==> config.mk <==
export PLATFORM = sky130hd
export DESIGN_NAME = fifo_wr_arbiter
export DESIGN_NICKNAME = d
export VERILOG_FILES = /design/src/rtl/fifo_wr_arbiter.sv
export SDC_FILE = /design/constraint.sdc
export NUM_CORES = 1
export LEC_CHECK = 0
export CAP_MARGIN = 20
export CORE_ASPECT_RATIO = 1.2
export CORE_MARGIN = 2
export CORE_UTILIZATION = 50
export DETAILED_ROUTE_END_ITERATION = 16
export PLACE_DENSITY = 0.83
export SYNTH_ARGS = -nofsm -noshare
export SYNTH_HDL_FRONTEND = slang
export SYNTH_SLANG_ARGS = --single-unit
==> constraint.sdc <==
create_clock -name WR_CLK -period 2.75 [get_ports WR_CLK]
set_input_delay 0.4125 -clock WR_CLK [delete_from_list [all_inputs] [get_ports WR_CLK]]
set_output_delay 0.4125 -clock WR_CLK [all_outputs]
set_load 0.01 [all_outputs]
==> src/rtl/fifo_wr_arbiter.sv <==
// Write-side arbiter for the 4-bit dual-clock FIFO: round-robin grants with bounded
// bursts, Full-aware push strobe, and saturating push/stall statistics.
module fifo_wr_arbiter #(
    parameter int NREQ      = 4,
    parameter int MAX_BURST = 4,
    parameter int CNT_W     = 16
) (
    input  logic              WR_CLK,
    input  logic              rst,
    input  logic              en,
    input  logic [NREQ-1:0]   req,
    input  logic [4*NREQ-1:0] req_data,
    input  logic              fifo_full,
    output logic              fifo_push,
    output logic [3:0]        fifo_data,
    output logic [NREQ-1:0]   ack,
    output logic [1:0]        owner,
    output logic              busy,
    output logic [CNT_W-1:0]  push_count,
    output logic [CNT_W-1:0]  stall_count
);

    typedef enum logic {
        IDLE  = 1'b0,
        GRANT = 1'b1
    } state_t;

    localparam logic [4:0] BURST_LAST = 5'(MAX_BURST);

    state_t           state_q, state_d;
    logic [1:0]       owner_d;
    logic [1:0]       rr_ptr_q, rr_ptr_d;
    logic [3:0]       beat_cnt_q, beat_cnt_d;
    logic [CNT_W-1:0] push_count_d, stall_count_d;
    logic             found;
    logic [1:0]       pick;
    logic [1:0]       cand;
    logic             stall;
    logic             last_beat;

    assign busy = (state_q == GRANT);

    // NOTE: every signal driven here gets a default first, so no path can leave one
    // unassigned and infer a latch.
    always_comb begin
        state_d       = state_q;
        owner_d       = owner;
        rr_ptr_d      = rr_ptr_q;
        beat_cnt_d    = beat_cnt_q;
        push_count_d  = push_count;
        stall_count_d = stall_count;
        fifo_push     = 1'b0;
        fifo_data     = '0;
        ack           = '0;
        stall         = 1'b0;
        last_beat     = 1'b0;
        found         = 1'b0;
        pick          = rr_ptr_q;
        cand          = '0;

        // First requester at or after the round-robin pointer, wrapping modulo 4.
        for (int i = 0; i < NREQ; i++) begin
            cand = rr_ptr_q + 2'(i);
            if (!found && req[cand]) begin
                found = 1'b1;
                pick  = cand;
            end
        end

        case (state_q)
            IDLE: begin
                if (en && found) begin
                    owner_d    = pick;
                    beat_cnt_d = '0;
                    state_d    = GRANT;
                end
            end
            GRANT: begin
                fifo_data  = req_data[4*owner +: 4];
                fifo_push  = en & req[owner] & ~fifo_full;
                stall      = en & req[owner] & fifo_full;
                ack[owner] = fifo_push;
                last_beat  = fifo_push && (({1'b0, beat_cnt_q} + 5'd1) == BURST_LAST);

                if (fifo_push) begin
                    beat_cnt_d = beat_cnt_q + 4'd1;
                    if (push_count != '1) push_count_d = push_count + CNT_W'(1);
                end
                if (stall && (stall_count != '1)) stall_count_d = stall_count + CNT_W'(1);

                // A stalled burst is held; only burst length, req drop or disable end it.
                if (last_beat || !req[owner] || !en) begin
                    state_d  = IDLE;
                    rr_ptr_d = owner + 2'd1;
                end
            end
            default: state_d = IDLE;
        endcase
    end

    // NOTE: state registers use non-blocking assignments so every flop samples the
    // pre-edge values computed above, independent of statement order.
    always_ff @(posedge WR_CLK or posedge rst) begin
        if (rst) begin
            state_q     <= IDLE;
            owner       <= '0;
            rr_ptr_q    <= '0;
            beat_cnt_q  <= '0;
            push_count  <= '0;
            stall_count <= '0;
        end else begin
            state_q     <= state_d;
            owner       <= owner_d;
            rr_ptr_q    <= rr_ptr_d;
            beat_cnt_q  <= beat_cnt_d;
            push_count  <= push_count_d;
            stall_count <= stall_count_d;
        end
    end

endmodule

Word level (Yosys, flattened, before mapping)
Index checks and enable logic that the tools add are counted.
{"block": "totals", "word_cells": 79, "regBits": 41, "output_inout_bits": 44}
{"block": "op_classes", "n_shift": 1, "order_cmp": 6, "n_bitwise": 6, "n_eq_ne": 5, "n_reduce_logical": 19, "n_addsub": 8, "muxes": 28}
{"operator": "16-bit by 1-bit adder with 16-bit output, second input constant", "n": 2}
{"operator": "16-bit inequality test, second input constant", "n": 2}
{"operator": "4-bit two-way mux", "n": 4}
{"operator": "16-bit by 5-bit indexed part select with 4-bit output", "n": 1}
{"operator": "2-bit by 3-bit < comparator with 1-bit output, second input constant", "n": 5}
{"operator": "1-bit two-way mux", "n": 13}
{"operator": "1-bit binary-select mux with 2-bit select", "n": 5}
{"operator": "4-bit case mux with 2 select lines", "n": 1}
{"operator": "2-bit AND reduction", "n": 4}
{"operator": "1-bit logical AND", "n": 7}
{"operator": "2-bit two-way mux", "n": 3}
{"operator": "4-bit by 1-bit adder with 5-bit output, second input constant", "n": 1}
{"operator": "5-bit by 3-bit == test with 1-bit output, second input constant", "n": 1}
{"operator": "1-bit logical NOT", "n": 5}
{"operator": "2-bit by 1-bit adder with 2-bit output, second input constant", "n": 2}
{"operator": "2-bit adder, second input constant", "n": 2}
{"operator": "4-bit by 1-bit adder with 4-bit output, second input constant", "n": 1}
{"operator": "4-bit bitwise AND", "n": 1}
{"operator": "1-bit bitwise AND", "n": 3}
{"operator": "3-bit AND reduction", "n": 1}
{"operator": "1-bit demux with 2-bit select", "n": 1}
{"operator": "2-bit by 1-bit >= comparator with 1-bit output, second input constant", "n": 1}
{"operator": "1-bit logical OR", "n": 2}
{"operator": "2-bit by 1-bit inequality test with 1-bit output, second input constant", "n": 1}
{"operator": "3 further kinds", "n": 4}

Logic depth before layout (Yosys ltp)
Gate-level depths: netlist of the first run.
{"block": "depth", "word_depth": 15, "mapped_depth": 8, "ltp_nobuf": 6}

Worst setup path after synthesis of the first run
Ideal clock, no wire load.
{"block": "synth_path", "path_type": "flip-flop to output port", "from": "register owner[0]", "to": "output port ack[0]", "setup_slack_ns": 0.695, "arrival_ns": 1.643, "path_buffers": 2, "t_required_ns": 2.338, "path_stages_with_launch": 7, "cell_sequence": "dfrtp_1 > buf_6 > mux4_2 > nand4b_4 > inv_2 > buf_6 > and2_1"}
{"block": "synth_between", "elab_chain_len": 6, "elab_cells_between_ends": 11}
{"element": "start: declaration", "line_no": "17", "text": "output logic [1:0] owner,"}
{"element": "start signal: assignment", "line_no": "113", "text": "owner <= owner_d;"}
{"element": "2-bit by 3-bit < comparator with 1-bit output (not written as such) (tied with other cells)", "line_no": "82", "text": "ack[owner] = fifo_push;"}
{"element": "1-bit logical AND (not written as such) / 1-bit two-way mux (equally long branches)", "line_no": "82, 80"}
{"element": "1-bit two-way mux (not written as such) / 1-bit bitwise AND (equally long branches)", "line_no": "82, 80"}
{"element": "1-bit demux with 2-bit select / 1-bit bitwise AND (equally long branches)", "line_no": "82, 80"}
{"element": "4-bit bitwise AND (no line) *"}
{"element": "4-bit two-way mux *", "line_no": "70", "text": "case (state_q)"}
{"element": "end: declaration", "line_no": "16", "text": "output logic [NREQ-1:0] ack,"}
Every way passes the cells marked *; elsewhere a longest branch is shown, timed or not. The select of a mux whose other input is x is not followed.

Worst setup path in the final report of the first run
{"block": "layout_path", "from": "register owner[0]", "to": "output port ack[3]"}
The elaborated chain is that of the path after synthesis.

==> results.py, run 1 <==
metrics = {
    "setup_path": {
        "path_max_fanout": 6,
        "worst_ep_required_time_ns": 2.34,
        "critical_path_buf_inv_count": 2,
        "critical_path.endpoint_type": "output pin",
        "critPathKind": "reg2out",
        "crit_chain": "mux4_2 -> nand4b_4 -> inv_2 -> and2_1 -> clkdlybuf4s50_1",
        "critPathTopFamily": "multiplexers",
        "cp.arrival_ns": 2.24,
        "slowest_delay_ns": 0.61,
        "critPathSlowestCell": "mux4_2",
        "crit_path_start_kind": "register",
    },
    "clock_network": {
        "cts_tree": "yes",
        "clock_latency_ns": 0.30,
        "cts_max_level": 2,
        "cts_sinks": 41,
        "clkSlewWorstSetupHoldPaths_ns": 0.08,
        "cts-buffers-inserted": 5,
        "cts_hold_buf": 0,
        "clockBufferDepth": 2,
        "cts_root_buf": "clkbuf_8",
        "cts_resized": 0,
        "post_cts_buffers": 0,
    },
    "routing": {
        "drtIter0Drc": 95,
        "drt_wl_total_um": 4990,
        "wl_per_cell_um": 14.6,
        "antenna_left": 0,
        "vias_per_cell": 5.28,
        "via_count": 1802,
        "drc_errors": 0,
        "dr.pass1.iters": 4,
    },
    "yosys": {
        "synth_seq_area_share_pct": 45.4,
        "netlist_instances": 202,
        "synth_seq_cells": 41,
        "async_reset_ff_share_pct": 100,
        "netlist_area_mm2": 0.00226,
        "synth_flop_cell": "dfrtp_1",
        "synth_fp_nets": 234,
        "synth_cell_types": 35,
        "synth_warnings": 0,
        "synth_edf_count": 0,
        "syn_area_per_cell_um2": 11.2,
    },
    "placement": {
        "dp.cells": 333,
        "port-buffer-count": 67,
        "hpwlAfterDp_um": 3770,
        "place_ws_ns": 0.113,
        "place.gp.congestion": 0.794,
    },
    "grt": {
        "track_usage_pct": 21.6,
        "grt_max_degree": 42,
        "antenna_found_initial": 0,
        "grt_pass1_wl_um": 8360,
        "grt_overflow": 0,
        "grt_pass1_vias": 1783,
    },
    "sta": {
        "setup_viol": 0,
        "fmax_ghz": 0.377,
        "max_slew_margin_pct": 66.7,
        "fin_crit_sh_pct": 96.4,
        "finalClockSkew_ns": 0.0105,
        "fin_ws_ns": 0.0982,
        "drv_slew": 0,
        "rsz0062_at_grt": "no",
        "hold_ws_ns": 0.487,
        "period_needed_ns": 2.65,
        "tightest_slew_ns": 0.500,
        "hold_viol": 0,
        "final.setup.tns_ns": 0,
    },
    "power_and_ir_drop": {
        "clkPwrFrac_pct": 21.2,
        "p_int_mw": 1.24,
        "p_switching_mw": 0.610,
        "irDropWorstVdd_mv": 0.504,
        "p_seq_share_pct": 43.3,
        "p_leak_nw": 1.41,
        "swShare_pct": 32.9,
        "power_density_mw_per_mm2": 591,
        "p_comb_share_pct": 35.5,
    },
    "layout": {
        "nets": 316,
        "seqCellArea_mm2": 0.00103,
        "multi_input_area_mm2": 0.00117,
        "synthToLayoutAreaGrowth_pct": 38.8,
        "final-instance-count-excl-fill": 341,
        "drive_above_1_share_pct": 10.2,
        "diodes": 0,
        "final.fill_count": 329,
    },
    "die": {
        "start_util_pct": 52.6,
        "core_area_mm2": 0.00429,
        "die_w_um": 65.4,
        "dieArea_mm2": 0.00508,
        "num_rows": 26,
        "ios": 68,
        "fp.dieH_um": 77.6,
    },
    "worst_hold_path": {
        "worstHoldPathType": "reg2reg",
    },
    "flow_run": {
        "drv_cap": 0,
    },
    "run_status": {
        "outcome": "completed",
    },
}
[power by group through the flow]
stage	combinational, mW	sequential (mW)	clock (mW)
2_1_floorplan	0.337	0.823	0
3_3_place_gp	0.651	0.809	0
3_5_place_dp	0.667	0.813	0
4_1_cts	0.673	0.802	0.402
5_1_grt	0.723	0.818	0.420
6_report	0.658	0.803	0.393
[through the flow]
step           power (mW)  instance area (µm²)  util [%]
2_1_floorplan        1.16                 2260         -
3_3_place_gp         1.46                 3050      71.0
3_5_place_dp         1.48                 3050      71.0
4_1_cts              1.88                 3140      73.0
5_1_grt              1.96                 3140      73.0
6_report             1.85                 3140      73.0
[cell type report]
class / count / share of cell area (%)
multi-input combinational: 149 / 37.2
clock inverter: 3 / 0.559
inverter: 9 / 1.08
timing repair buffer: 78 / 24.0
tap: 56 / 2.23
clock buffer: 5 / 2.19
sequential: 41 / 32.7
[metal layers]
layer / global-route usage, % / vias to the layer above / part of all wire (%)
li1: - / 884 / -
met1: 26.1 / 866 / 40
met2: 37.0 / 45 / 54
met3: 5.07 / 7 / 3.7
met4: 7.92 / 0 / 1.7
met5: 0 / - / 0
[logic make-up after synthesis]
kind of cell               count (synthesis)  synth area share [%]
adders and majority gates                  8                  4.43
muxes                                      9                  7.59
and+or+nand+nor                           81                  20.9
buffers and inverters                     12                  2.99
DFF                                       41                  45.4
xor gates and xnor gates                  31                  12.0
AOI/OAI and AO/OA                         20                  6.70
[worst paths after layout]
check / start / endpoint / slack, ns / cells after the start
setup / recovery: owner[0]$_DFFE_PP0P_ / ack[3] / 0.1 / 5
hold / removal: stall_count[8]$_DFFE_PP0P_ / stall_count[8]$_DFFE_PP0P_ / 0.49 / 1
setup reg to reg: owner[0]$_DFFE_PP0P_ / push_count[1]$_DFFE_PP0P_ / 0.64 / 6
hold reg to reg: stall_count[8]$_DFFE_PP0P_ / stall_count[8]$_DFFE_PP0P_ / 0.49 / 1
max in group asynchronous: rst / push_count[6]$_DFFE_PP0P_ / 1.86 / 3
min in group asynchronous: rst / stall_count[4]$_DFFE_PP0P_ / 0.53 / 3
[state kept, by name, summed over array words and instances, names as in the netlist]
name	flops
owner	2
stall_count	16
beat_cnt_q	4
busy	1
push_count	16
rr_ptr_q	2
[cell usage after synthesis (5+ instances only)]
| cell | count | area [µm²] |
|---|---|---|
| nand4_1 | 11 | 68.8 |
| o21ai_0 | 6 | 30.0 |
| nor3_1 | 5 | 25.0 |
| nor2_1 | 6 | 22.5 |
| and2_1 | 13 | 81.3 |
| inv_1 | 8 | 30.0 |
| nand2_1 | 17 | 63.8 |
| nand3_1 | 10 | 50.1 |
| xor2_1 | 12 | 105 |
| a21oi_1 | 5 | 25.0 |
| and4_1 | 5 | 43.8 |
| and3_1 | 6 | 37.5 |
| ha_1 | 8 | 100 |
| dfrtp_1 | 41 | 1030 |
| xnor2_1 | 19 | 166 |
[worst reg2reg max path, delay by kind of cell (launching register included)]
family                 cells  cell delay (ns)
buffers and inverters      2             0.22
and+or+nand+nor            1             0.13
DFF                        1             0.51
AOI/OAI and AO/OA          1             0.13
muxes                      2             1.00
[layout by cell type (no fill, tap or decap), drive strengths merged, types with 3 or more instances in the layout]
| cell | count |
|---|---|
| nor2 | 6 |
| clkbuf | 5 |
| dfrtp | 41 |
| nand3 | 10 |
| xor2 | 12 |
| o21ai | 6 |
| xnor2 | 19 |
| mux2 | 3 |
| and2 | 13 |
| and4 | 5 |
| inv | 9 |
| ha | 8 |
| mux4 | 5 |
| clkdlybuf4s50 | 67 |
| a21oi | 5 |
| nor3 | 5 |
| and3 | 6 |
| nand2 | 17 |
| nand4 | 11 |
| buf | 11 |
Note: power is estimated with default switching activity, not from simulation.
==> run 2, diff against run 1 <==
- SLEW_MARGIN: unset -> 20
==> results of run 2 <==
Same layout as run 1: the final DEF is identical, and so are final timing and power.
==> run 3, diff against run 2 <==
- CORE_MARGIN: 2 -> 3
==> run 3 against run 2 <==
Against the previous run:
- global-route usage decreased by 0.33 points
- critical path type is now in2out
- setup slack improved by 0.039 ns
- utilization increased by 0.23 points
- clock skew decreased by 0.0046 ns
- die area increased by 5.7%
- largest cell class unchanged
- routed wire length increased by 1.5%
- register-to-register slack improved by 0.08 ns
==> results.py, run 3 (synthesis gave the netlist of run 1 again) <==
metrics = {
    "run_status": {
        "outcome": "completed",
    },
    "power_and_ir_drop": {
        "p_leak_nw": 1.42,
        "clkPwrFrac_pct": 22.4,
        "p_switching_mw": 0.613,
        "p_comb_share_pct": 35.5,
        "p_total_mw": 1.89,
        "p_int_mw": 1.27,
        "p_seq_share_pct": 42.1,
        "irDropWorstVdd_mv": 0.540,
        "swShare_pct": 32.5,
        "power_density_mw_per_mm2": 600,
    },
    "grt": {
        "grt_pass1_vias": 1910,
        "grt_pass1_wl_um": 8670,
        "antenna_found_initial": 0,
        "track_usage_pct": 21.2,
        "grt_overflow": 0,
        "grt_max_degree": 42,
    },
    "clock_network": {
        "post_cts_buffers": 0,
        "clockBufferDepth": 2,
        "cts-buffers-inserted": 5,
        "cts_max_level": 2,
        "cts_resized": 0,
        "cts_hold_buf": 0,
        "clkSlewWorstSetupHoldPaths_ns": 0.08,
        "cts_tree": "yes",
        "cts_sinks": 41,
        "clock_latency_ns": 0.30,
        "cts_root_buf": "clkbuf_8",
    },
    "routing": {
        "drt_wl_total_um": 5060,
        "via_count": 1857,
        "antenna_left": 0,
        "drtIter0Drc": 115,
        "vias_per_cell": 5.45,
        "drc_errors": 0,
        "dr.pass1.iters": 5,
        "wl_per_cell_um": 14.8,
    },
    "setup_path": {
        "critPathKind": "in2out",
        "cp_num_cells": 6,
        "ff2ff_path_depth": 6,
        "crit_chain": "clkdlybuf4s50_1 -> mux4_2 -> nand4b_4 -> inv_2 -> and2_1 -> clkdlybuf4s50_1",
        "path_max_fanout": 6,
        "cp.arrival_ns": 2.20,
        "slowest_delay_ns": 0.54,
        "path_common_cell": "clkdlybuf4s50_1",
        "critical_path_buf_inv_count": 3,
        "critPathTopFamily": "buffers and inverters",
        "crit_path_start_kind": "input port",
        "worst_ep_required_time_ns": 2.34,
        "critical_path.endpoint_type": "output pin",
        "cp-endpoint": "ack[3]",
        "r2r-end": "push_count[1]$_DFFE_PP0P_",
        "startpoint": "req[3]",
        "critPathSlowestCell": "mux4_2",
        "r2r-start": "owner[0]$_DFFE_PP0P_",
        "regToRegSetupSlack_ns": 0.72,
    },
    "layout": {
        "synthToLayoutAreaGrowth_pct": 39.2,
        "mostFrequentLayoutCell": "clkdlybuf4s50_1",
        "drive_above_1_share_pct": 10.2,
        "diodes": 0,
        "reg_top3": "push_count x16, stall_count x16, beat_cnt_q x4",
        "final-instance-count-excl-fill": 341,
        "final.fill_count": 327,
        "nets": 316,
        "multi_input_area_mm2": 0.00117,
        "final_cell_mix": "clkdlybuf4s50_1 (67), dfrtp_1 (41), xnor2_1 (19), nand2_1 (17), and2_1 (13)",
        "seqCellArea_mm2": 0.00103,
    },
    "die": {
        "dieArea_mm2": 0.00537,
        "ios": 68,
        "die_w_um": 67.4,
        "num_rows": 26,
        "start_util_pct": 52.6,
        "core_area_mm2": 0.00429,
        "fp.dieH_um": 79.6,
    },
    "sta": {
        "final.setup.tns_ns": 0,
        "hold_viol": 0,
        "fin_ws_ns": 0.137,
        "setup_viol": 0,
        "period_needed_ns": 2.61,
        "rsz0062_at_grt": "no",
        "max_slew_margin_pct": 66.1,
        "fmax_ghz": 0.383,
        "finalClockSkew_ns": 0.00588,
        "fin_crit_sh_pct": 95.0,
        "drv_slew": 0,
        "tightest_slew_ns": 0.508,
    },
    "placement": {
        "port-buffer-count": 67,
        "place.gp.congestion": 0.844,
        "hpwlAfterDp_um": 3880,
        "dp.cells": 333,
        "place_ws_ns": 0.136,
    },
    "worst_hold_path": {
        "worstHoldPathType": "reg2reg",
    },
    "flow_run": {
        "drv_cap": 0,
    },
}
[run 3: changes by cell type in the layout (fill, tap and decap cells not counted)]
cell | before | now
clkbuf_8 | 5 | 6
clkinv_4 | 0 | 1
clkinv_2 | 2 | 1
clkinvlp_4 | 1 | 0
[run 3: metrics by stage]
stage | cell area [µm²] | hold slack (ns) | utilization, %
floorplan | 2260 | 0.467 | -
global placement | 3050 | 0.476 | 71.0
detailed placement | 3050 | 0.479 | 71.0
CTS | 3150 | 0.492 | 73.3
global route | 3150 | 0.505 | 73.3
finish | 3150 | 0.485 | 73.3
[run 3: final cells by class]
type,instances,share of cell area [%]
multi-input cells,149,37.1
flip-flops and latches,41,32.6
repair buffers,78,23.9
clock buffers,6,2.63
well taps,56,2.23
inverters,9,1.07
clock inverters,2,0.438
[run 3: worst min path at each step]
| stage | from | to | depth (start not counted) |
|---|---|---|---|
| after CTS | stall_count[8]$_DFFE_PP0P_ | stall_count[8]$_DFFE_PP0P_ | 1 |
| final | stall_count[8]$_DFFE_PP0P_ | stall_count[8]$_DFFE_PP0P_ | 1 |
| after global routing | stall_count[8]$_DFFE_PP0P_ | stall_count[8]$_DFFE_PP0P_ | 1 |
| after floorplan | beat_cnt_q[3]$_DFFE_PP0P_ | beat_cnt_q[3]$_DFFE_PP0P_ | 1 |
| after detailed placement | stall_count[8]$_DFFE_PP0P_ | stall_count[8]$_DFFE_PP0P_ | 1 |
| after global placement | stall_count[9]$_DFFE_PP0P_ | stall_count[9]$_DFFE_PP0P_ | 1 |
[run 3: power groups by stage]
stage,Clock (mW),Sequential (mW),Combinational [mW]
after floorplan,0,0.823,0.337
after global placement,0,0.804,0.659
after detailed placement,0,0.806,0.676
after CTS,0.434,0.794,0.681
after global routing,0.461,0.813,0.746
final,0.422,0.794,0.670
[run 3: per-layer routing]
layer	global-route usage, %	up-vias	share of wire (%)
met5	0	-	0
met4	9.33	0	3.6
met3	5.49	18	4.6
met2	36.0	59	52
met1	24.8	889	40
li1	-	891	-
